$ cat src/rtl/fmul_norm_round.sv
// Normalise/round/pack back-end of the binary32 multiplier: a 2-stage valid/ready pipeline.
// Define FMUL_RNE_EN for round-to-nearest-even; otherwise the fraction is truncated.
module fmul_norm_round #(
  parameter int unsigned EXP_W = 8,
  parameter int unsigned MAN_W = 23,
  parameter int unsigned BIAS  = 127
) (
  input  logic                       clk,
  input  logic                       rst,
  input  logic                       in_valid,
  output logic                       in_ready,
  input  logic                       sign_a,
  input  logic                       sign_b,
  input  logic [EXP_W-1:0]           exp_a,
  input  logic [EXP_W-1:0]           exp_b,
  input  logic [2*(MAN_W+1)-1:0]     prod,
  input  logic                       in_zero,
  input  logic                       in_inf,
  input  logic                       in_nan,
  output logic                       out_valid,
  input  logic                       out_ready,
  output logic [EXP_W+MAN_W:0]       result,
  output logic                       ovf,
  output logic                       unf,
  output logic                       inexact
);

  localparam int unsigned PW = 2 * (MAN_W + 1);
  localparam int unsigned EW = EXP_W + 2;

  logic s1_adv, s2_adv;
  logic s1_valid, s2_valid;

  assign s2_adv    = !s2_valid || out_ready;
  assign s1_adv    = !s1_valid || s2_adv;
  assign in_ready  = s1_adv;
  assign out_valid = s2_valid;

  // Stage 1: normalise the raw product
  logic [EW-1:0]    e_n;
  logic [MAN_W-1:0] frac_n;
  logic             guard_n, sticky_n;

  always_comb begin
    e_n = {2'b00, exp_a} + {2'b00, exp_b} - EW'(BIAS) + {{(EW-1){1'b0}}, prod[PW-1]};
    if (prod[PW-1]) begin
      frac_n   = prod[PW-2 -: MAN_W];
      guard_n  = prod[PW-MAN_W-2];
      sticky_n = |prod[PW-MAN_W-3:0];
    end else begin
      frac_n   = prod[PW-3 -: MAN_W];
      guard_n  = prod[PW-MAN_W-3];
      sticky_n = |prod[PW-MAN_W-4:0];
    end
  end

  logic             s1_sign, s1_guard, s1_sticky, s1_zero, s1_inf, s1_nan;
  logic [EW-1:0]    s1_e;
  logic [MAN_W-1:0] s1_frac;

  always_ff @(posedge clk or posedge rst) begin
    if (rst) begin
      s1_valid  <= 1'b0;
      s1_sign   <= 1'b0;
      s1_e      <= '0;
      s1_frac   <= '0;
      s1_guard  <= 1'b0;
      s1_sticky <= 1'b0;
      s1_zero   <= 1'b0;
      s1_inf    <= 1'b0;
      s1_nan    <= 1'b0;
    end else if (s1_adv) begin
      s1_valid <= in_valid;
      if (in_valid) begin
        s1_sign   <= sign_a ^ sign_b;
        s1_e      <= e_n;
        s1_frac   <= frac_n;
        s1_guard  <= guard_n;
        s1_sticky <= sticky_n;
        s1_zero   <= in_zero;
        s1_inf    <= in_inf;
        s1_nan    <= in_nan;
      end
    end
  end

  // Stage 2: round, range-check and pack
  logic [MAN_W-1:0] frac_r;
  logic [EW-1:0]    e_r;

`ifdef FMUL_RNE_EN
  logic             round_up;
  logic [MAN_W:0]   frac_sum;

  always_comb begin
    round_up = s1_guard && (s1_sticky || s1_frac[0]);
    frac_sum = {1'b0, s1_frac} + {{MAN_W{1'b0}}, round_up};
    // All-ones fraction rounding up wraps to zero and bumps the exponent
    frac_r   = frac_sum[MAN_W-1:0];
    e_r      = s1_e + {{(EW-1){1'b0}}, frac_sum[MAN_W]};
  end
`else
  always_comb begin
    frac_r = s1_frac;
    e_r    = s1_e;
  end
`endif

  logic [EXP_W+MAN_W:0] result_d;
  logic                 ovf_d, unf_d, inexact_d;

  always_comb begin
    result_d  = '0;
    ovf_d     = 1'b0;
    unf_d     = 1'b0;
    inexact_d = 1'b0;
    if (s1_nan) begin
      result_d = {1'b0, {EXP_W{1'b1}}, 1'b1, {(MAN_W-1){1'b0}}};
    end else if (s1_inf) begin
      result_d = {s1_sign, {EXP_W{1'b1}}, {MAN_W{1'b0}}};
    end else if (s1_zero) begin
      result_d = {s1_sign, {(EXP_W+MAN_W){1'b0}}};
    end else if ($signed(e_r) >= $signed({2'b00, {EXP_W{1'b1}}})) begin
      result_d  = {s1_sign, {EXP_W{1'b1}}, {MAN_W{1'b0}}};
      ovf_d     = 1'b1;
      inexact_d = 1'b1;
    end else if ($signed(e_r) <= $signed({EW{1'b0}})) begin
      result_d  = {s1_sign, {(EXP_W+MAN_W){1'b0}}};
      unf_d     = 1'b1;
      inexact_d = 1'b1;
    end else begin
      result_d  = {s1_sign, e_r[EXP_W-1:0], frac_r};
      inexact_d = s1_guard || s1_sticky;
    end
  end

  always_ff @(posedge clk or posedge rst) begin
    if (rst) begin
      s2_valid <= 1'b0;
      result   <= '0;
      ovf      <= 1'b0;
      unf      <= 1'b0;
      inexact  <= 1'b0;
    end else if (s2_adv) begin
      s2_valid <= s1_valid;
      if (s1_valid) begin
        result  <= result_d;
        ovf     <= ovf_d;
        unf     <= unf_d;
        inexact <= inexact_d;
      end
    end
  end

endmodule
$ cat config.mk
export PLATFORM = sky130hd
export DESIGN_NAME = fmul_norm_round
export DESIGN_NICKNAME = d
export VERILOG_FILES = /design/src/rtl/fmul_norm_round.sv
export SDC_FILE = /design/constraint.sdc
export NUM_CORES = 1
export LEC_CHECK = 0
export BUFFER_PORTS_ARGS = -buffer_cell sky130_fd_sc_hd__buf_2
export CELL_PAD_IN_SITES_DETAIL_PLACEMENT = 0
export CELL_PAD_IN_SITES_GLOBAL_PLACEMENT = 1
export CORE_MARGIN = 2
export CORE_UTILIZATION = 42
export CTS_CLUSTER_DIAMETER = 150
export CTS_CLUSTER_SIZE = 24
export DETAILED_ROUTE_END_ITERATION = 8
export GPL_ROUTABILITY_DRIVEN = 0
export PLACE_DENSITY = 0.93
export RECOVER_POWER = 25
export SETUP_SLACK_MARGIN = 0.15
export SLEW_MARGIN = 20
export SYNTH_ARGS = -nofsm -noshare
export SYNTH_HDL_FRONTEND = slang
export SYNTH_SLANG_ARGS = --single-unit
export TNS_END_PERCENT = 50
$ cat constraint.sdc
create_clock -name clk -period 5.1 [get_ports clk]
set_input_delay 0.51 -clock clk [delete_from_list [all_inputs] [get_ports clk]]
set_output_delay 0.51 -clock clk [all_outputs]
set_load 0.1 [all_outputs]
==> results of run 1 <==
==> worst reg2reg max path, stage by stage (launching register included) <==
cell and delay [ps]:
dfrtp_1 390, nor2_1 560, nand4_1 950, o21ai_1 430
==> report_power, final <==
group / switching, mW / internal (mW) / total (mW)
registers: 0.0616 / 0.687 / 0.749
clock network: 0.218 / 0.325 / 0.543
logic: 0.415 / 0.135 / 0.550
total: 0.695 / 1.15 / 1.84
==> cells in the mapped netlist (2+ instances only) <==
cell	n	area [µm²]
nand2b_1	3	18.8
nand3_1	2	10.0
xor2_1	3	26.3
buf_2	17	85.1
o21a_1	3	22.5
a41oi_1	2	17.5
xnor2_1	2	17.5
a31oi_1	8	50.1
mux2_1	4	45.0
nor4_1	6	37.5
a211oi_1	2	15.0
mux2i_1	24	240
clkbuf_1	4	15.0
buf_1	2	7.51
o21ai_1	31	155
nand3b_1	3	22.5
a21o_1	2	15.0
nand2_1	89	334
inv_1	11	41.3
nand4_1	4	25.0
ha_1	16	200
a21oi_1	5	25.0
nor3_1	3	15.0
dfrtp_1	76	1900
and3_1	2	12.5
nor2_1	16	60.1
o21ai_0	35	175
==> registers in the layout, indices dropped and copies added, names as in the netlist <==
register and flops:
s1_inf 1, e_r 10, inexact 1, s1_sticky 1
out_valid 1, ovf 1, s1_valid 1, s1_sign 1
s1_nan 1, s1_guard 1, unf 1, result 32
s1_zero 1, frac_r 23
==> kinds of logic after synthesis <==
logic type / count (synthesis) / share of synthesized area, %
simple gates: 131 / 14.9
compound gates: 99 / 15.4
flops: 76 / 51.0
buf+inv: 34 / 3.99
mux: 28 / 7.65
fa+ha+maj: 17 / 5.90
xor+xnor: 5 / 1.17
==> metal layers <==
metal | global-route usage, % | vias up
met5 | 0 | -
met4 | 6.85 | 0
li1 | - | 1551
met2 | 31.8 | 93
met3 | 4.08 | 12
met1 | 23.0 | 1486
==> stage by stage <==
step | instances | power (mW) | instance area (µm²)
2_1_floorplan | 390 | 1.18 | 3730
3_3_place_gp | 588 | 1.29 | 4340
3_5_place_dp | 588 | 1.31 | 4340
4_1_cts | 604 | 1.86 | 4580
5_1_grt | 604 | 1.94 | 4580
6_report | 604 | 1.84 | 4580
==> worst max path at each step <==
| stage | end | slack (ps) | cells after the start |
|---|---|---|---|
| global route | e_r[6]$_DFFE_PP0P_ | 2210 | 12 |
| global placement | e_r[6]$_DFFE_PP0P_ | 2110 | 12 |
| detailed placement | e_r[6]$_DFFE_PP0P_ | 2000 | 12 |
| CTS | e_r[6]$_DFFE_PP0P_ | 2380 | 12 |
| finish | e_r[6]$_DFFE_PP0P_ | 2340 | 12 |
| floorplan | e_r[4]$_DFFE_PP0P_ | 2110 | 6 |
==> cell type report <==
cell class	count	area [µm²]
clock buffers	10	128
clock inverters	6	113
fillers	843	4100
inverters	11	42.5
multi-input cells	280	1680
flip-flops and latches	76	1900
well taps	108	135
repair buffers	113	576
==> flow_metrics.env, run 1 <==
export IMPL_cpMaxStageDelayCell="buf_2"
export IMPL_crit_arrival_ps=3010
export IMPL_clk_latency_ps=350
export IMPL_crit_path_start_kind="input pin"
export IMPL_ant_nets=0
export IMPL_reg2reg_from="s1_inf$_DFFE_PP0P_"
export IMPL_die_y_um=98.2
export IMPL_maxCapViolations=0
export IMPL_holdPathStages=2
export IMPL_wl_met1_um=3740
export IMPL_ys_seq_area_share_pct=51.0
export IMPL_final_util_pct=52.7
export IMPL_worst_pin_slew_ps=1050
export IMPL_die_width_um=98.2
export IMPL_hp_start="in_zero"
export IMPL_ys_ff_latch=76
export IMPL_syn_inst=390
export IMPL_wl_met2_um=4210
export IMPL_ctsHoldBuffers=0
export IMPL_clk_pin_slew_worst_paths_ps=80
export IMPL_cts_sinks=76
export IMPL_drv_slew=0
export IMPL_cts_resized=0
export IMPL_crit_type="in -> reg"
export IMPL_areaGrowthSynthToFinish_pct=22.7
export IMPL_syn_avg_cell_area_um2=9.56
export IMPL_top_layer="met4"
export IMPL_synthFlopType="dfrtp_1"
export IMPL_hold_class="in -> reg"
export IMPL_layout_setup_ws_ps=2340
export IMPL_rows=34
export IMPL_netlist_area_um2=3730
export IMPL_place_hpwl_um=6260
export IMPL_rr_worst_depth=3
export IMPL_place_ws_ps=2000
export IMPL_crit_top_cell="inv_1"
export IMPL_slew_headroom_pct=29.7
export IMPL_crit_family="adder cells"
export IMPL_drt_initial_drc_count=123
export IMPL_wl_um=8590
export IMPL_path_buf_inv=4
export IMPL_wl_per_cell_um=14.2
export IMPL_floorplan_initialDensity_pct=43.0
export IMPL_cp_end_kind="flip-flop"
export IMPL_period_minus_slack_ps=2760
export IMPL_cts_buffer_depth=2
export IMPL_fin_crit_sh_pct=54.0
export IMPL_power_density_nw_per_um2=402
export IMPL_setup_viol=0
export IMPL_tns_ps=0
export IMPL_reg2reg_slack_ps=2680
export IMPL_worstPathCellList="buf_2 > inv_1 > ha_1 > inv_1 > ha_1 > inv_1 > fa_1 > nor2b_1 > o31a_1 > o21a_1 > nor3_1 > o31ai_2"
export IMPL_path_max_fanout=26
export IMPL_gr_usage_all_layers_pct=18.5
export IMPL_max_stage_delay_ps=560
export IMPL_numCtsBuffers=9
export IMPL_startpoint="prod[47]"
export IMPL_die_area_um2=9650
export IMPL_syn_nets=480
export IMPL_drc=0
export IMPL_grt_setup_unrepaired="false"
export IMPL_cts_root_buf="clkbuf_8"
export IMPL_cts_max_level=3
export IMPL_synth_edf_count=0
export IMPL_worstReg2RegEnd="result[5]$_DFFE_PP0P_"
export IMPL_cts_tree="yes"
export IMPL_ys_types=42
export IMPL_drive_gt1_share_pct=27.0
export IMPL_finClkSkew_ps=10.9
export IMPL_grt_max_degree=77
export IMPL_diodes=0
export IMPL_grt_pass1_wl_um=14400
export IMPL_whs_ps=406
export IMPL_first_global_vias=3154
export IMPL_grt_antenna_before_repair=0
export IMPL_core_um2=8680
export IMPL_avgViaCountPerCell=5.20
export IMPL_port_buffers=109
export IMPL_ir_drop_uv=175
export IMPL_layout_nets=581
export IMPL_mostFrequentLayoutCells="buf_2 (109), nand2_1 (88), dfrtp_1 (76), o21ai_0 (35), o21ai_1 (31)"
export IMPL_outcome="completed"
export IMPL_leakagePower_nw=2.24
export IMPL_wl_met3_um=511
export IMPL_ioPinCount=110
export IMPL_firstDrtPassIters=4
export IMPL_synthArstFlopShare_pct=100
export IMPL_gr_total_overflow=0
export IMPL_post_cts_buffers=0
export IMPL_hold_violations=0
export IMPL_fmax_ghz=0.363
export IMPL_yosysWarnings=0
export IMPL_final_common_cell="buf_2"
export IMPL_required_ps=5360
export IMPL_min_delay_worst_endpoint="s1_zero$_DFFE_PP0P_"
export IMPL_vias=3142
Power figures use the tool's default switching activity.
==> run 2, diff against run 1 <==
--- a/config.mk
+++ b/config.mk
@@ -9,12 +9,12 @@
 export CELL_PAD_IN_SITES_DETAIL_PLACEMENT = 0
 export CELL_PAD_IN_SITES_GLOBAL_PLACEMENT = 1
 export CORE_MARGIN = 2
-export CORE_UTILIZATION = 42
+export CORE_UTILIZATION = 39
 export CTS_CLUSTER_DIAMETER = 150
 export CTS_CLUSTER_SIZE = 24
 export DETAILED_ROUTE_END_ITERATION = 8
 export GPL_ROUTABILITY_DRIVEN = 0
-export PLACE_DENSITY = 0.93
+export PLACE_DENSITY = 0.87
 export RECOVER_POWER = 25
 export SETUP_SLACK_MARGIN = 0.15
 export SLEW_MARGIN = 20
==> constraint.sdc (replaced) <==
create_clock -name clk -period 2.7 [get_ports clk]
set_input_delay 0.27 -clock clk [delete_from_list [all_inputs] [get_ports clk]]
set_output_delay 0.27 -clock clk [all_outputs]
set_load 0.1 [all_outputs]
==> run 2 against run 1 <==
The flow now finishes with violations (capacitance limit, slew limit); register-to-register slack lost 1600 ps; final area increased by 0.27%; die area is 7.4% higher; critical path depth decreased by 9; critical path type is now in -> async; combinational power up 89%; clock power up 63%; first-iteration DRC count down 16%; sequential power grew 88%; via count fell by 2.1%; non-clock buffer count increased by 3; worst hold slack got worse by 260 ps; highest routed layer unchanged.
==> flow_metrics.env, run 2 (synthesis results as in run 1) <==
export IMPL_largest_reg_flops=32
export IMPL_rr_worst_depth=4
export IMPL_path_max_fanout=42
export IMPL_diodes=0
export IMPL_fin_crit_sh_pct=70.5
export IMPL_violations="capacitance limit, slew limit"
export IMPL_cts_resized=0
export IMPL_core_um2=9240
export IMPL_crit_arrival_ps=2260
export IMPL_power_density_nw_per_um2=727
export IMPL_power_switching_mw=1.34
export IMPL_gr_total_overflow=0
export IMPL_leakagePower_nw=2.25
export IMPL_power_share_sequential_pct=42.4
export IMPL_drv_slew=43
export IMPL_avgViaCountPerCell=4.90
export IMPL_grt_pass1_wl_um=13600
export IMPL_grt_antenna_before_repair=0
export IMPL_cts_tree="yes"
export IMPL_hold_class="in -> reg"
export IMPL_hold_violations=0
export IMPL_holdPathStages=2
export IMPL_required_ps=3060
export IMPL_clk_latency_ps=350
export IMPL_die_width_um=102
export IMPL_ctsHoldBuffers=0
export IMPL_combPwrFrac_pct=31.1
export IMPL_numCtsBuffers=9
export IMPL_grt_setup_unrepaired="false"
export IMPL_areaGrowthSynthToFinish_pct=23.0
export IMPL_firstDrtPassIters=5
export IMPL_period_minus_slack_ps=1900
export IMPL_tns_ps=0
export IMPL_ir_drop_uv=274
export IMPL_clk_pin_slew_worst_paths_ps=80
export IMPL_fill_cells=911
export IMPL_cts_buffer_depth=2
export IMPL_wl_per_cell_um=13.3
export IMPL_port_buffers=109
export IMPL_cts_sinks=76
export IMPL_vias=3075
export IMPL_first_global_vias=2857
export IMPL_cts_max_level=3
export IMPL_layout_nets=584
export IMPL_largest_register="result"
export IMPL_die_area_um2=10400
export IMPL_drive_gt1_share_pct=27.9
export IMPL_ant_nets=0
export IMPL_die_y_um=102
export IMPL_power_frac_clock_pct=26.5
export IMPL_place_area_um2=4400
export IMPL_place_hpwl_um=6430
export IMPL_cts_root_buf="clkbuf_8"
export IMPL_slew_headroom_pct=-21.1
export IMPL_cp_end_kind="async pin"
export IMPL_rows=35
export IMPL_switching_share_pct=40.2
export IMPL_intPower_mw=1.99
export IMPL_fmax_ghz=0.525
export IMPL_wl_um=8370
export IMPL_worst_pin_slew_ps=1810
export IMPL_floorplan_initialDensity_pct=40.4
export IMPL_final_common_cell="buf_2"
export IMPL_grt_max_degree=43
export IMPL_gr_usage_all_layers_pct=16.6
export IMPL_post_cts_buffers=0
export IMPL_final_area_um2=4590
export IMPL_drt_initial_drc_count=103
export IMPL_drc=0
export IMPL_setup_viol=0
export IMPL_outcome="finished with violations"
export IMPL_ioPinCount=110
export IMPL_maxCapViolations=1
export IMPL_crit_type="in -> async"
export IMPL_finClkSkew_ps=14.7
export IMPL_mostFrequentLayoutCells="buf_2 (109), nand2_1 (88), dfrtp_1 (75), o21ai_0 (35), o21ai_1 (31)"
export IMPL_crit_path_start_kind="input pin"
==> run 2: changes by cell type in the layout (fill, tap and decap cells not counted) <==
cell	before	now
clkbuf_1	1	0
dfrtp_1	76	75
clkinvlp_4	3	1
bufinv_16	3	1
clkinv_4	0	2
buf_4	4	6
dfrtp_2	0	1
inv_6	0	3
clkbuf_2	0	1
==> run 2: cell type report <==
cell class / instances / area [µm²] / area share (%)
clock buffers: 9 / 124 / 2.70
clock inverters: 7 / 81.3 / 1.77
inverters: 11 / 42.5 / 0.927
multi-input cells: 280 / 1680 / 36.6
flip-flops and latches: 76 / 1900 / 41.5
well taps: 129 / 161 / 3.52
repair buffers: 116 / 596 / 13.0
==> run 2: critical path, stage by stage <==
cell and delay, ps:
buf_2 100, clkinvlp_2 1020, clkbuf_2 840
==> run 2: path summary, 6_finish.rpt <==
check,start,endpoint,slack [ps]
setup / recovery,rst,result[27]$_DFFE_PP0P_,800
hold / removal,in_valid,s1_valid$_DFFE_PP0N_,150
setup reg to reg,s1_inf$_DFFE_PP0P_,result[19]$_DFFE_PP0P_,1070
hold reg to reg,result[31]$_DFFE_PP0P_,result[31]$_DFFE_PP0P_,480
max in group clk,prod[47],e_r[6]$_DFFE_PP0P_,810
min in group asynchronous,rst,result[14]$_DFFE_PP0P_,360
==> run 2: power groups by stage <==
| stage | clock, mW | combinational [mW] | sequential, mW |
|---|---|---|---|
| after floorplan | 0 | 0.398 | 1.84 |
| after global placement | 0 | 1.03 | 1.43 |
| after detailed placement | 0 | 1.05 | 1.44 |
| after CTS | 0.902 | 1.05 | 1.41 |
| after global routing | 0.950 | 1.12 | 1.44 |
| final | 0.886 | 1.04 | 1.41 |
==> run 2: layer usage <==
layer | up-vias | GRT usage (%) | wire length [µm]
met5 | - | 0 | 0
met4 | 0 | 4.68 | 93
met3 | 6 | 3.11 | 428
met2 | 87 | 26.8 | 3870
met1 | 1419 | 23.0 | 3970
li1 | 1563 | - | -
==> run 2: per-stage QoR <==
stage / hold slack (ps) / total power [mW] / cells / util (%) / setup WS [ps]
2_1_floorplan: 378 / 2.24 / 390 / - / 161
4_1_cts: 39.8 / 3.37 / 628 / 49.8 / 805
5_1_grt: 151 / 3.51 / 628 / 49.7 / 368
3_5_place_dp: 418 / 2.49 / 612 / 47.6 / 446
3_3_place_gp: 405 / 2.46 / 612 / 47.6 / 524
6_report: 148 / 3.34 / 628 / 49.7 / 795
